[src/rtl/uart_pkg.sv]
// Shared UART definitions: receiver state encoding, data width and the default
// bit period used by both the transmitter and the receiver.
package uart_pkg;

  localparam int unsigned UART_DATA_BITS    = 8;
  localparam int unsigned UART_CLKS_PER_BIT = 10417;

  typedef enum logic [1:0] {
    IDLE  = 2'd0,
    START = 2'd1,
    DATA  = 2'd2,
    STOP  = 2'd3
  } uart_state_t;

endpackage

[src/rtl/sync_2ff.sv]
// Two-flop synchronizer for a single asynchronous input bit; both flops reset
// to RST_VAL so the output starts at the input's idle level.
module sync_2ff #(
  parameter logic RST_VAL = 1'b1
) (
  input  logic clk,
  input  logic rst_n,
  input  logic d,
  output logic q
);

  logic meta;

  always_ff @(posedge clk or negedge rst_n) begin
    if (!rst_n) begin
      meta <= RST_VAL;
      q    <= RST_VAL;
    end else begin
      meta <= d;
      q    <= meta;
    end
  end

endmodule

[src/rtl/uart_rx.sv]
// 8N1 UART receiver: samples mid-bit off a synchronized line, emits each good
// byte with a one-cycle strobe and flags a low stop bit as a framing error.
module uart_rx
  import uart_pkg::*;
#(
  parameter int unsigned CLKS_PER_BIT = UART_CLKS_PER_BIT
) (
  input  logic                      clk,
  input  logic                      rst_n,
  input  logic                      rx,
  output logic [UART_DATA_BITS-1:0] rx_data,
  output logic                      rx_valid,
  output logic                      frame_err,
  output logic                      busy
);

  localparam int unsigned CNT_W = $clog2(CLKS_PER_BIT);
  localparam int unsigned IDX_W = $clog2(UART_DATA_BITS);

  localparam logic [CNT_W-1:0] HALF_LAST = CNT_W'(CLKS_PER_BIT / 2 - 1);
  localparam logic [CNT_W-1:0] BIT_LAST  = CNT_W'(CLKS_PER_BIT - 1);
  localparam logic [IDX_W-1:0] IDX_LAST  = IDX_W'(UART_DATA_BITS - 1);

  logic rxs;

  uart_state_t               state_q, state_n;
  logic [CNT_W-1:0]          cnt_q,   cnt_n;
  logic [IDX_W-1:0]          idx_q,   idx_n;
  logic [UART_DATA_BITS-1:0] shift_q, shift_n;
  logic [UART_DATA_BITS-1:0] data_q,  data_n;
  logic                      valid_q, valid_n;
  logic                      err_q,   err_n;
  logic                      busy_q,  busy_n;

  sync_2ff #(
    .RST_VAL(1'b1)
  ) u_rx_sync (
    .clk  (clk),
    .rst_n(rst_n),
    .d    (rx),
    .q    (rxs)
  );

  always_ff @(posedge clk or negedge rst_n) begin
    if (!rst_n) begin
      state_q <= IDLE;
      cnt_q   <= '0;
      idx_q   <= '0;
      shift_q <= '0;
      data_q  <= '0;
      valid_q <= 1'b0;
      err_q   <= 1'b0;
      busy_q  <= 1'b0;
    end else begin
      state_q <= state_n;
      cnt_q   <= cnt_n;
      idx_q   <= idx_n;
      shift_q <= shift_n;
      data_q  <= data_n;
      valid_q <= valid_n;
      err_q   <= err_n;
      busy_q  <= busy_n;
    end
  end

  // Next-state, bit timing, shifting and output strobes.
  always_comb begin
    state_n = state_q;
    cnt_n   = cnt_q;
    idx_n   = idx_q;
    shift_n = shift_q;
    data_n  = data_q;
    valid_n = 1'b0;
    err_n   = 1'b0;

    case (state_q)
      IDLE: begin
        cnt_n = '0;
        if (!rxs) begin
          state_n = START;
        end
      end

      START: begin
        if (cnt_q == HALF_LAST) begin
          cnt_n = '0;
          if (rxs) begin
            state_n = IDLE;
          end else begin
            idx_n   = '0;
            state_n = DATA;
          end
        end else begin
          cnt_n = cnt_q + 1'b1;
        end
      end

      DATA: begin
        if (cnt_q == BIT_LAST) begin
          cnt_n   = '0;
          shift_n = {rxs, shift_q[UART_DATA_BITS-1:1]};
          if (idx_q == IDX_LAST) begin
            state_n = STOP;
          end else begin
            idx_n = idx_q + 1'b1;
          end
        end else begin
          cnt_n = cnt_q + 1'b1;
        end
      end

      STOP: begin
        // Leave at mid-stop so a following start edge is never missed.
        if (cnt_q == BIT_LAST) begin
          cnt_n   = '0;
          state_n = IDLE;
          if (rxs) begin
            data_n  = shift_q;
            valid_n = 1'b1;
          end else begin
            err_n = 1'b1;
          end
        end else begin
          cnt_n = cnt_q + 1'b1;
        end
      end

      default: begin
        state_n = IDLE;
        cnt_n   = '0;
      end
    endcase

    busy_n = (state_n != IDLE);
  end

  assign rx_data   = data_q;
  assign rx_valid  = valid_q;
  assign frame_err = err_q;
  assign busy      = busy_q;

endmodule

[config.mk]
export PLATFORM = sky130hd
export DESIGN_NAME = uart_rx
export DESIGN_NICKNAME = d
export VERILOG_FILES = /design/src/rtl/uart_pkg.sv /design/src/rtl/sync_2ff.sv /design/src/rtl/uart_rx.sv
export SDC_FILE = /design/constraint.sdc
export NUM_CORES = 1
export LEC_CHECK = 0
export BUFFER_PORTS_ARGS = -buffer_cell sky130_fd_sc_hd__clkbuf_2
export CORE_UTILIZATION = 30
export DETAILED_ROUTE_END_ITERATION = 8
export GPL_ROUTABILITY_DRIVEN = 0
export PLACE_DENSITY = 0.43
export SLEW_MARGIN = 20
export SYNTH_ARGS = -nofsm -noshare
export SYNTH_HDL_FRONTEND = slang
export SYNTH_HIERARCHICAL = 1
export SYNTH_SLANG_ARGS = --single-unit
[constraint.sdc]
create_clock -name clk -period 5.7 [get_ports clk]
set_clock_uncertainty 0.2 [all_clocks]
set_input_delay 0.57 -clock clk [delete_from_list [all_inputs] [get_ports clk]]
set_output_delay 0.57 -clock clk [all_outputs]
set_load 0.005 [all_outputs]
Yosys cells after proc, flatten, opt, wreduce, memory -nomap -nowiden

Cells that the tools add are included.

Multiply operators: 0
Multiplexer cells: 21
Equal/unequal tests: 10
Reductions and logical operators: 7
$lt $le $gt $ge: 0
Add/sub/neg operators: 2
Divide/modulo/power cells: 0
Bitwise logic cells: 0
Shifts and indexed selects: 0

Operator list:

| cell                                                                    | count |
|---|---|
| 14-bit case mux with 3 select lines                                     | 1 |
| 14-bit two-way mux                                                      | 2 |
| 14-bit by 1-bit adder with 14-bit output, second input constant         | 1 |
| 14-bit by 13-bit equality test with 1-bit output, second input constant | 1 |
| 14-bit equality test, second input constant                             | 1 |
| 2-bit two-way mux                                                       | 6 |
| 3-bit two-way mux                                                       | 4 |
| 2-bit inequality test, second input constant                            | 4 |
| 2-bit case mux with 4 select lines                                      | 1 |
| 1-bit two-way mux                                                       | 6 |
| 3-bit case mux with 2 select lines                                      | 1 |
| 5-bit AND reduction                                                     | 1 |
| 2-bit equality test, second input constant                              | 2 |
| 2-bit nonzero test                                                      | 2 |
| 3-bit by 1-bit adder with 3-bit output, second input constant           | 1 |
| 3-bit equality test, second input constant                              | 1 |
| 3-bit AND reduction                                                     | 1 |
| 2-bit by 1-bit equality test with 1-bit output, second input constant   | 1 |
| 2-bit logical NOT                                                       | 1 |
| 2-bit AND reduction                                                     | 1 |
| 2-bit OR reduction                                                      | 1 |

Logic and storage cells: 50
Memories kept: 0
Bits in latches: 0
Memory bits (writable): 0
ROM bits: 0
Bits in registers: 40

Longest topological paths before layout

Depth in word-level cells: 5
Depth in mapped cells: 8
Gate-level depth less buffers: 6

Modules after synthesis

The synthesis kept the hierarchy.

By module, submodules not included:

| module   | sequential area each (µm²) | instances | cells an instance | area each (µm²) |
|---|---|---|---|---|
| uart_rx  | 950.9                      | 1         | 153               | 1,779.2 |
| sync_2ff | 52.6                       | 1         | 2                 | 52.6 |

Worst setup path after synthesis

No wires, ideal clock.

Path kind: reg2reg
From: reg cnt_q[0]
To: reg data_q[0], in the netlist rx_data[0]
Required time: 5,375 ps
Period minus slack after synthesis: 2,504 ps
Slack: 3,196 ps
Setup time: 125 ps
Stages on the path, launching flop included: 8
Path buffers: 1
Arrival: 2,179 ps
Path through: dfrtp_1 -> inv_1 -> ha_1 -> or3b_2 -> nor4_1 -> and4_1 -> buf_4 -> mux2_2

Longest elaborated chain between the ends: 2

RTL lines:

| element                              | RTL line       | text |
|---|---|---|
| start: declaration                   | uart_rx.sv:27  | `logic [CNT_W-1:0] cnt_q, cnt_n;` |
| start signal: assignment             | uart_rx.sv:56  | `cnt_q <= cnt_n;` |
| 14-bit equality test                 | uart_rx.sv:114 | `if (cnt_q == BIT_LAST) begin` |
| 3-bit AND reduction (no source line) | -              |  |
| end signal: assignment               | uart_rx.sv:59  | `data_q <= data_n;` |
| end: declaration                     | uart_rx.sv:30  | `logic [UART_DATA_BITS-1:0] data_q, data_n;` |

Every way passes these cells.
A chain may end at the register's enable or synchronous reset.

Worst setup path after layout

From: reg cnt_q[0]
To: reg data_q[2], in the netlist rx_data[2]

The elaborated chain is that of the path after synthesis.

==> impl_metrics.env <==
export IMPL_outcome="finished clean"
export IMPL_crit_path_end_kind="register"
export IMPL_numClockSinks=40
export IMPL_hold_class="input port to register"
export IMPL_netlist_top_cells_count="dfrtp_1 (38), mux2_2 (17), nor2_1 (13)"
export IMPL_post_synth_cell_area_avg_um2=11.8
export IMPL_yosysSeqAreaShare=0.548
export IMPL_switching_power_mw=0.110
export IMPL_fmax_mhz=350
export IMPL_drt_pass1_iterations=4
export IMPL_num_rows=28
export IMPL_die_y_um=80.1
export IMPL_combinational_group_share_of_total_power=0.014
export IMPL_synthesis_warning_total=6
export IMPL_vias_per_instance=4.96
export IMPL_root_buffer="clkbuf_8"
export IMPL_ant_nets=0
export IMPL_final_layout_size_suffix_gt1_frac=0.241
export IMPL_clk_transition_reported_paths_ns=0.08
export IMPL_clock_tree_from_tritoncts="yes"
export IMPL_clk_insertion_delay_late_ns=0.29
export IMPL_post_route_cell_area_um2=2080
export IMPL_routedWlPerCell_um=14.0
export IMPL_cellPowerDensity_nw_per_um2=254
export IMPL_synthesis_nets=162
export IMPL_netlist_area_leader_share=0.519
export IMPL_switching_share=0.209
export IMPL_path_max_fanout=9
export IMPL_detail_route_drc_violations=0
export IMPL_routed_wl_um=3420
export IMPL_chipWidth_um=80.1
export IMPL_setup_ws_ns=2.84
export IMPL_largest_net_degree_at_the_start_of_global_routing=41
export IMPL_synthDistinctLibCells=38
export IMPL_period_needed_ns=2.86
export IMPL_cts_htree_levels=2
export IMPL_setup_repair_after_global_routing_missed_its_margin="no"
export IMPL_max_cap_violations=0
export IMPL_critical_path_startpoint_type="register"
export IMPL_antenna_cells=0
export IMPL_area_growth_syn_to_layout_pct=13.4
export IMPL_placement_io_buffers=13
export IMPL_synthMostInstantiatedCell="dfrtp_1"
export IMPL_synth_flop_cell="dfrtp_1"
export IMPL_core_box_area_um2=5920
export IMPL_clk_pwr_share=0.446
export IMPL_via_total_after_detailed_routing=1214
export IMPL_die_area_um2=6420
export IMPL_post_place_ws_ns=2.81
export IMPL_async_reset_ff_frac=1.00
export IMPL_arrival_ns=2.84
export IMPL_grt_ovfl_total=0
export IMPL_grt_pass1_vias=1284
export IMPL_synth_enable_flop_cells=0
export IMPL_period_share=0.502
export IMPL_drt_initial_drc_count=45
export IMPL_antenna_found_initial=0
export IMPL_timing_slew_headroom=0.414
export IMPL_synth_largest_area_cell="dfrtp_1"
export IMPL_place_hpwl_um=2330
export IMPL_gates_resized_cts_repair=0
export IMPL_synthCells=155
export IMPL_max_slew_worst_pin_slew_ns=0.878
export IMPL_hold_viol=0
export IMPL_power_leakage_nw=0.970
export IMPL_finalPower_mw=0.528
export IMPL_layout_nets=176
export IMPL_numCtsBuffers=5
export IMPL_global_route_wire_length_before_repair_um=6140
export IMPL_fin_setup_tns_ns=0
export IMPL_globalRouteTotalUtil=0.124
export IMPL_netlist_top_cells_area="dfrtp_1 (52%), mux2_2 (10%), xor2_1 (3.8%)"
export IMPL_sequentialPowerShare=0.541
export IMPL_boundaryPins=14
export IMPL_setup_violations_final=0
export IMPL_start_util=0.309
export IMPL_post_cts_hold_buffer_count=0
export IMPL_report_final_slew_viol_count=0
export IMPL_vdd_ir_drop_max_mv=0.103
export IMPL_cts_setup_buffers=0
export IMPL_critPathRequiredTime_ns=5.68
export IMPL_post_synth_instance_area_um2=1830
export IMPL_ys_seq_elements=40
export IMPL_detailed_place_area_um2=1960
export IMPL_clock_tree_buffer_depth=2
export IMPL_p_int_mw=0.418
export IMPL_worst_setup_path_type="register to register"
export IMPL_final_core_utilization=0.351
## power groups by stage
stage	logic [mW]	registers [mW]	clock network, mW
2_1_floorplan	0.00107	0.291	0
3_3_place_gp	0.00765	0.291	0
3_5_place_dp	0.00783	0.291	0
4_1_cts	0.00790	0.286	0.242
5_1_grt	0.00881	0.286	0.254
6_report	0.00714	0.286	0.235
## cell type report
cell class              instances  area [um^2]
flip-flops and latches         40         1000
inverters                       6         22.5
fillers                       595         3840
clock buffers                   5         68.8
multi-input cells             103          776
well taps                      75         93.8
clock inverters                 3         47.5
repair buffers                 13         65.1
## final timing paths
kind,cells past startpoint,startpoint,end,slack [ns]
worst max-delay path,6,cnt_q[0]$_DFF_PN0_,rx_data[2]$_DFFE_PN0P_,2.84
worst min-delay path,1,rx,u_rx_sync/meta$_DFF_PN1_,0.16
worst max register to register,6,cnt_q[0]$_DFF_PN0_,rx_data[2]$_DFFE_PN0P_,2.84
worst min register to register,0,u_rx_sync/meta$_DFF_PN1_,u_rx_sync/q$_DFF_PN1_,0.16
max in group asynchronous,1,rst_n,rx_data[6]$_DFFE_PN0P_,4.56
min in group asynchronous,1,rst_n,frame_err$_DFF_PN0_,0.20
## cell families after synthesis
logic type / Yosys count / synth area share
and+or+nand+nor: 53 / 0.173
DFF: 40 / 0.548
AOI/OAI and AO/OA: 19 / 0.0704
muxes: 18 / 0.110
buffers and inverters: 12 / 0.0287
xor gates and xnor gates: 9 / 0.0430
adders and majority gates: 4 / 0.0273
## critical path, stage by stage (launching register included)
cell and delay [ns]:
dfrtp_1 0.42, inv_1 0.07, ha_1 0.13, or3b_2 0.45, nor4_1 0.57, and4_1 0.52
mux2_2 0.39
## per-layer routing
metal	vias to the layer above	share of wire	track usage
met5	-	0	0
met2	13	0.45	0.191
met1	609	0.51	0.168
met4	0	0.014	0.0429
li1	587	-	-
met3	5	0.031	0.0318
## per-stage QoR
stage / instances / hold slack (ns)
after detailed placement: 237 / 0.152
after global placement: 237 / 0.149
final: 245 / 0.160
after global routing: 245 / 0.152
after floorplan: 155 / 0.0744
after CTS: 245 / 0.155
## flip-flops by register name, indices dropped and copies added, names as in the netlist
| name | cells |
|---|---|
| cnt_q | 14 |
| rx_data | 8 |
| shift_q | 8 |
| idx_q | 3 |
| state_q | 2 |
| busy | 1 |
| frame_err | 1 |
| rx_valid | 1 |
| u_rx_sync/meta | 1 |
| u_rx_sync/q | 1 |
## cell usage in the layout (no fill, tap or decap), drive strengths merged, types with 6 or more instances in the layout
| cell type | Yosys | final |
|---|---|---|
| mux2 | 17 | 17 |
| o211ai | 6 | 6 |
| clkbuf | 2 | 17 |
| inv | 6 | 6 |
| nand3 | 8 | 8 |
| xor2 | 8 | 8 |
| dfrtp | 38 | 38 |
| nor2 | 13 | 13 |
Power figures use the tool's default switching activity.
